===== config.mk =====
export PLATFORM = sky130hd
export DESIGN_NAME = strela_main_ctrl
export DESIGN_NICKNAME = d
export VERILOG_FILES = /design/src/rtl/strela_main_ctrl.sv
export SDC_FILE = /design/constraint.sdc
export NUM_CORES = 1
export LEC_CHECK = 0
export BUFFER_PORTS_ARGS = -buffer_cell sky130_fd_sc_hd__buf_4
export CORE_MARGIN = 5
export CORE_UTILIZATION = 41
export DETAILED_ROUTE_END_ITERATION = 8
export PLACE_DENSITY = 0.71
export SLEW_MARGIN = 20
export SYNTH_ARGS = -nofsm -noshare
export SYNTH_HDL_FRONTEND = slang
export SYNTH_SLANG_ARGS = --single-unit
export TNS_END_PERCENT = 30

===== constraint.sdc =====
create_clock -name clk_i -period 1.4 [get_ports clk_i]
set_input_delay 0.07 -clock clk_i [delete_from_list [all_inputs] [get_ports clk_i]]
set_output_delay 0.07 -clock clk_i [all_outputs]
set_load 0.01 [all_outputs]

===== src/rtl/strela_main_ctrl.sv =====
// STRELA CGRA top-level sequencer: configuration load, execution launch,
// completion collection, watchdog and interrupt generation.
module strela_main_ctrl #(
    parameter int          OUTPUT_NODES   = 4,
    parameter int unsigned TIMEOUT_CYCLES = 0
) (
    input  logic                    clk_i,
    input  logic                    rst_i,
    input  logic                    start_i,
    input  logic                    clr_i,
    input  logic                    conf_change_i,
    input  logic                    intr_en_i,
    input  logic                    conf_done_i,
    input  logic [OUTPUT_NODES-1:0] omn_active_i,
    input  logic [OUTPUT_NODES-1:0] omn_done_i,
    output logic [1:0]              state_o,
    output logic                    conf_start_o,
    output logic                    exec_start_o,
    output logic                    exec_done_o,
    output logic                    conf_done_o,
    output logic                    intr_o,
    output logic                    busy_o,
    output logic                    timeout_o
);

    localparam logic [1:0] S_MAIN_IDLE = 2'd0;
    localparam logic [1:0] S_MAIN_CONF = 2'd1;
    localparam logic [1:0] S_MAIN_WAIT = 2'd2;
    localparam logic [1:0] S_MAIN_EXEC = 2'd3;

    localparam logic [31:0] LP_TIMEOUT = 32'(TIMEOUT_CYCLES);
    localparam logic        LP_WD_EN   = (TIMEOUT_CYCLES != 0);

    logic [1:0]              r_state;
    logic                    r_entry;
    logic                    r_conf_valid;
    logic                    r_conf_stale;
    logic [OUTPUT_NODES-1:0] r_mask;
    logic [31:0]             r_wd;
    logic                    r_intr;
    logic                    r_timeout;

    logic        w_valid_eff;
    logic [31:0] w_wd_inc;
    logic        w_mask_full;
    logic        w_wd_hit;
    logic        w_exec_run;
    logic        w_exit;
    logic        w_conf_ack;
    logic        w_clear;

    assign w_clear     = rst_i | clr_i;
    // A change pulse in the same cycle as start already invalidates the config
    assign w_valid_eff = r_conf_valid & ~conf_change_i;
    assign w_wd_inc    = (r_wd == 32'hFFFF_FFFF) ? r_wd : r_wd + 32'd1;
    assign w_mask_full = &r_mask;
    assign w_wd_hit    = LP_WD_EN && (w_wd_inc >= LP_TIMEOUT);
    assign w_exec_run  = (r_state == S_MAIN_EXEC) && !r_entry;
    assign w_exit      = w_exec_run && (w_mask_full || w_wd_hit);
    assign w_conf_ack  = (r_state == S_MAIN_WAIT) && conf_done_i;

    assign state_o      = r_state;
    assign conf_start_o = (r_state == S_MAIN_CONF) && !clr_i;
    assign exec_start_o = (r_state == S_MAIN_EXEC) && r_entry && !clr_i;
    assign exec_done_o  = w_exit && !clr_i;
    assign conf_done_o  = w_conf_ack && !clr_i;
    assign intr_o       = r_intr;
    assign busy_o       = (r_state != S_MAIN_IDLE);
    assign timeout_o    = r_timeout;

    // Main sequencing FSM with a one-cycle EXEC entry marker
    always_ff @(posedge clk_i) begin
        if (w_clear) begin
            r_state <= S_MAIN_IDLE;
            r_entry <= 1'b0;
        end else begin
            r_entry <= 1'b0;
            unique case (r_state)
                S_MAIN_IDLE: begin
                    if (start_i) begin
                        r_state <= w_valid_eff ? S_MAIN_EXEC : S_MAIN_CONF;
                        r_entry <= w_valid_eff;
                    end
                end
                S_MAIN_CONF: begin
                    r_state <= S_MAIN_WAIT;
                end
                S_MAIN_WAIT: begin
                    if (conf_done_i) begin
                        r_state <= S_MAIN_EXEC;
                        r_entry <= 1'b1;
                    end
                end
                S_MAIN_EXEC: begin
                    if (w_exit) begin
                        r_state <= S_MAIN_IDLE;
                    end
                end
                default: r_state <= S_MAIN_IDLE;
            endcase
        end
    end

    // Configuration validity: a change seen while loading marks the load stale
    always_ff @(posedge clk_i) begin
        if (w_clear) begin
            r_conf_valid <= 1'b0;
            r_conf_stale <= 1'b0;
        end else begin
            if (r_state == S_MAIN_CONF) begin
                r_conf_stale <= conf_change_i;
            end else if ((r_state == S_MAIN_WAIT) && conf_change_i) begin
                r_conf_stale <= 1'b1;
            end
            if (w_conf_ack) begin
                r_conf_valid <= !(r_conf_stale | conf_change_i);
            end else if (conf_change_i) begin
                r_conf_valid <= 1'b0;
            end
        end
    end

    // Completion mask and saturating watchdog during execution
    always_ff @(posedge clk_i) begin
        if (w_clear) begin
            r_mask <= '0;
            r_wd   <= '0;
        end else if (r_state == S_MAIN_EXEC) begin
            if (r_entry) begin
                r_mask <= ~omn_active_i | omn_done_i;
                r_wd   <= '0;
            end else begin
                r_mask <= r_mask | omn_done_i;
                r_wd   <= w_wd_inc;
            end
        end
    end

    // Sticky interrupt and timeout flags, cleared by the next start
    always_ff @(posedge clk_i) begin
        if (w_clear) begin
            r_intr    <= 1'b0;
            r_timeout <= 1'b0;
        end else if (w_exit) begin
            r_intr    <= intr_en_i;
            r_timeout <= w_wd_hit && !w_mask_full;
        end else if (start_i) begin
            r_intr    <= 1'b0;
            r_timeout <= 1'b0;
        end
    end

endmodule


==> impl_metrics.yaml <==
clock_network:
  clkTransAtPathRegs_ns: 0.06
  clk_latency_ns: 0.26
  clockBufferDepth: 2
  cts_buffers: 3
  cts.sinks: 10
  h-tree-depth: 1
  root_buffer: "clkbuf_4"
  cts_tree: "built"
detailed_routing:
  drt-vias-per-instance: 5.02
  drt_first_pass_iters: 4
  wl_per_cell_um: 12.8
  drtIter0Drc: 13
  detail-route-antenna-nets: 0
  drt_wl_total_mm: 1.60
  drc: 0
  vias: 628
outcome:
  outcome: "finished, violations left"
  violations: "setup timing"
cells_and_area:
  multiInputGateArea_um2: 398
  diodes: 0
  finish.net_count: 131
  seqCellArea_um2: 208
  instances_no_fill: 125
  drive_above_1_share_pct: 43.6
  n_fill_cell: 120
  synthToLayoutAreaGrowth_pct: 56.6
die:
  die_area_um2: 2300
  placementRows: 13
  die_height_um: 48.0
  die-width_um: 48.0
  initial_core_util_pct: 44.3
  core_um2: 1330
  io_pins: 24
critical_path:
  crit_chain: "inv_6 -> ha_4 -> a222oi_1 -> buf_4 -> o2111a_1 -> nor3_2"
  max_stage_delay_ns: 0.38
  crit_path_end_kind: "flop"
  crit_required_ns: 1.55
  start_kind: "flop"
  crit_slowest_cell: "dfxtp_4"
  cp_max_fo: 4
  arrival_ns: 1.57
  path_class: "reg2reg"
yosys:
  synthFlopType: "dfxtp_1"
  synth_top_area_cell: "dfxtp_1"
  ys_async_sr_fraction_pct: 0
  synthTopCellsByArea: "dfxtp_1 (34%), ha_1 (11%), nor2_1 (10%)"
  synth_edf_count: 0
  synthTopCellsByCount: "nor2_1 (16), dfxtp_1 (10), inv_1 (7)"
  ys_seq_area_share_pct: 33.9
  ys_types: 24
  synth.avg_cell_area_um2: 7.77
  yosysWarnings: 0
  synth_cells: 76
  synth_nets: 96
  synth_area_um2: 591
  yosysMostFrequentCell: "nor2_1"
  synth-seq-cells: 10
  netlist.area_leader.share_pct: 33.9
timing:
  hold_slack_ns: 0.0628
  hold_viol: 0
  max_freq_ghz: 0.704
  setup_viol: 2
  min_period_ns: 1.42
  maxSlewViolCount: 0
  skew_ns: 0.000625
  finalWorstSetupSlack_ns: -0.0202
  fin_crit_sh_pct: 101
  rsz0062_at_grt: "yes"
power:
  ir_worst_vdd_v: 0.000572
  p_leak_nw: 0.398
  power_density_nw_per_um2: 715
worst_hold_path:
  hold_path.class: "in2reg"
placement:
  hpwl_mm: 1.19
  dp.cells: 115
  port_buffers: 22
  routabilityCongestion: 0.770
global_route:
  grt_pass1_wl_mm: 2.55
  grt_pass1_vias: 577
  antenna_found_initial: 0
  overflow: 0
  grt_use_total_pct: 15.7
  grt_start_max_net_pins: 11
run:
  maxCapViolations: 0
## registers in the layout, summed over array words and instances (netlist names)
| name | count |
|---|---|
| r_mask | 4 |
| state_o | 2 |
| intr_o | 1 |
| r_conf_stale | 1 |
| r_conf_valid | 1 |
| r_entry | 1 |
## placed cells by master, fill, tap and decap left out, types with 3 or more instances in the layout
cell type,count
dfxtp_1,8
clkbuf_4,3
a21oi_1,6
nor3b_1,4
nor3_1,6
inv_1,4
buf_4,31
nand2_1,3
nor2_1,16
## per-stage QoR
step                      TNS, ns  power (mW)  utilization (%)  setup WS, ns  area (µm²)
after floorplan           -0.0968       0.369                -       -0.0665         616
after global placement          0       0.433             61.4       0.00904         818
after detailed placement  -0.0208       0.436             61.4       -0.0156         818
after CTS                 -0.0318       0.665             67.4       -0.0162         898
after global routing       -0.228       0.702             69.3       -0.0780         925
final                     -0.0313       0.661             69.3       -0.0202         925
## cell type report
type / instances / share of cell area (%)
Clock buffer: 4 / 2.84
Tap cell: 15 / 2.03
Multi-Input combinational cell: 57 / 43.0
Inverter: 7 / 3.38
Sequential cell: 10 / 22.5
Timing Repair Buffer: 32 / 26.3
## worst max-delay path: cells and delay by family, from the launching register on
family                     cells  cell delay (ns)
AOI/OAI and AO/OA              2             0.51
DFF                            1             0.38
buffers and inverters          2             0.23
adders and majority gates      1             0.15
and+or+nand+nor                1             0.04
## path summary, 6_finish.rpt
path / start / endpoint / slack [ns] / cells past startpoint
max: state_o[0]$_SDFFE_PP0P_ / state_o[1]$_SDFFE_PP0P_ / -0.02 / 6
min: intr_en_i / intr_o$_SDFFE_PP0P_ / 0.06 / 3
max reg2reg: state_o[0]$_SDFFE_PP0P_ / state_o[1]$_SDFFE_PP0P_ / -0.02 / 6
min reg2reg: r_conf_stale$_SDFFE_PP0P_ / r_conf_stale$_SDFFE_PP0P_ / 0.49 / 2
## layer usage
metal  wire length, µm  global-route usage [%]
met1               666                    20.5
met2               798                    24.8
met3               138                    6.77
met4                 0                    1.61
met5                 0                       0
## report_power, final
group	leakage (nW)	switching (mW)	internal (mW)
Clock	0.0150	0.0991	0.110
Sequential	0.0823	0.00733	0.289
Combinational	0.301	0.0668	0.0892
## what timing repair did
| action | 4_1_cts | 5_1_grt |
|---|---|---|
| setup endpoints to repair | 4 | 3 |
| hold buffers | 1 | 0 |
| pin swaps | 2 | 2 |
| buffers inserted | 3 | 2 |
| resized for setup | 5 | 2 |
| endpoints found under the hold margin | 1 | 0 |
## cell families (layout without fill, tap and decap cells)
family	count (synthesis)	in the layout	share of synthesized area, %
compound gates	9	9	9.53
fa+ha+maj	5	5	10.6
buf+inv	9	43	6.36
flops	10	10	33.9
other cells	1	1	0.635
simple gates	42	42	39.0
Note: power is estimated with default switching activity, not from simulation.
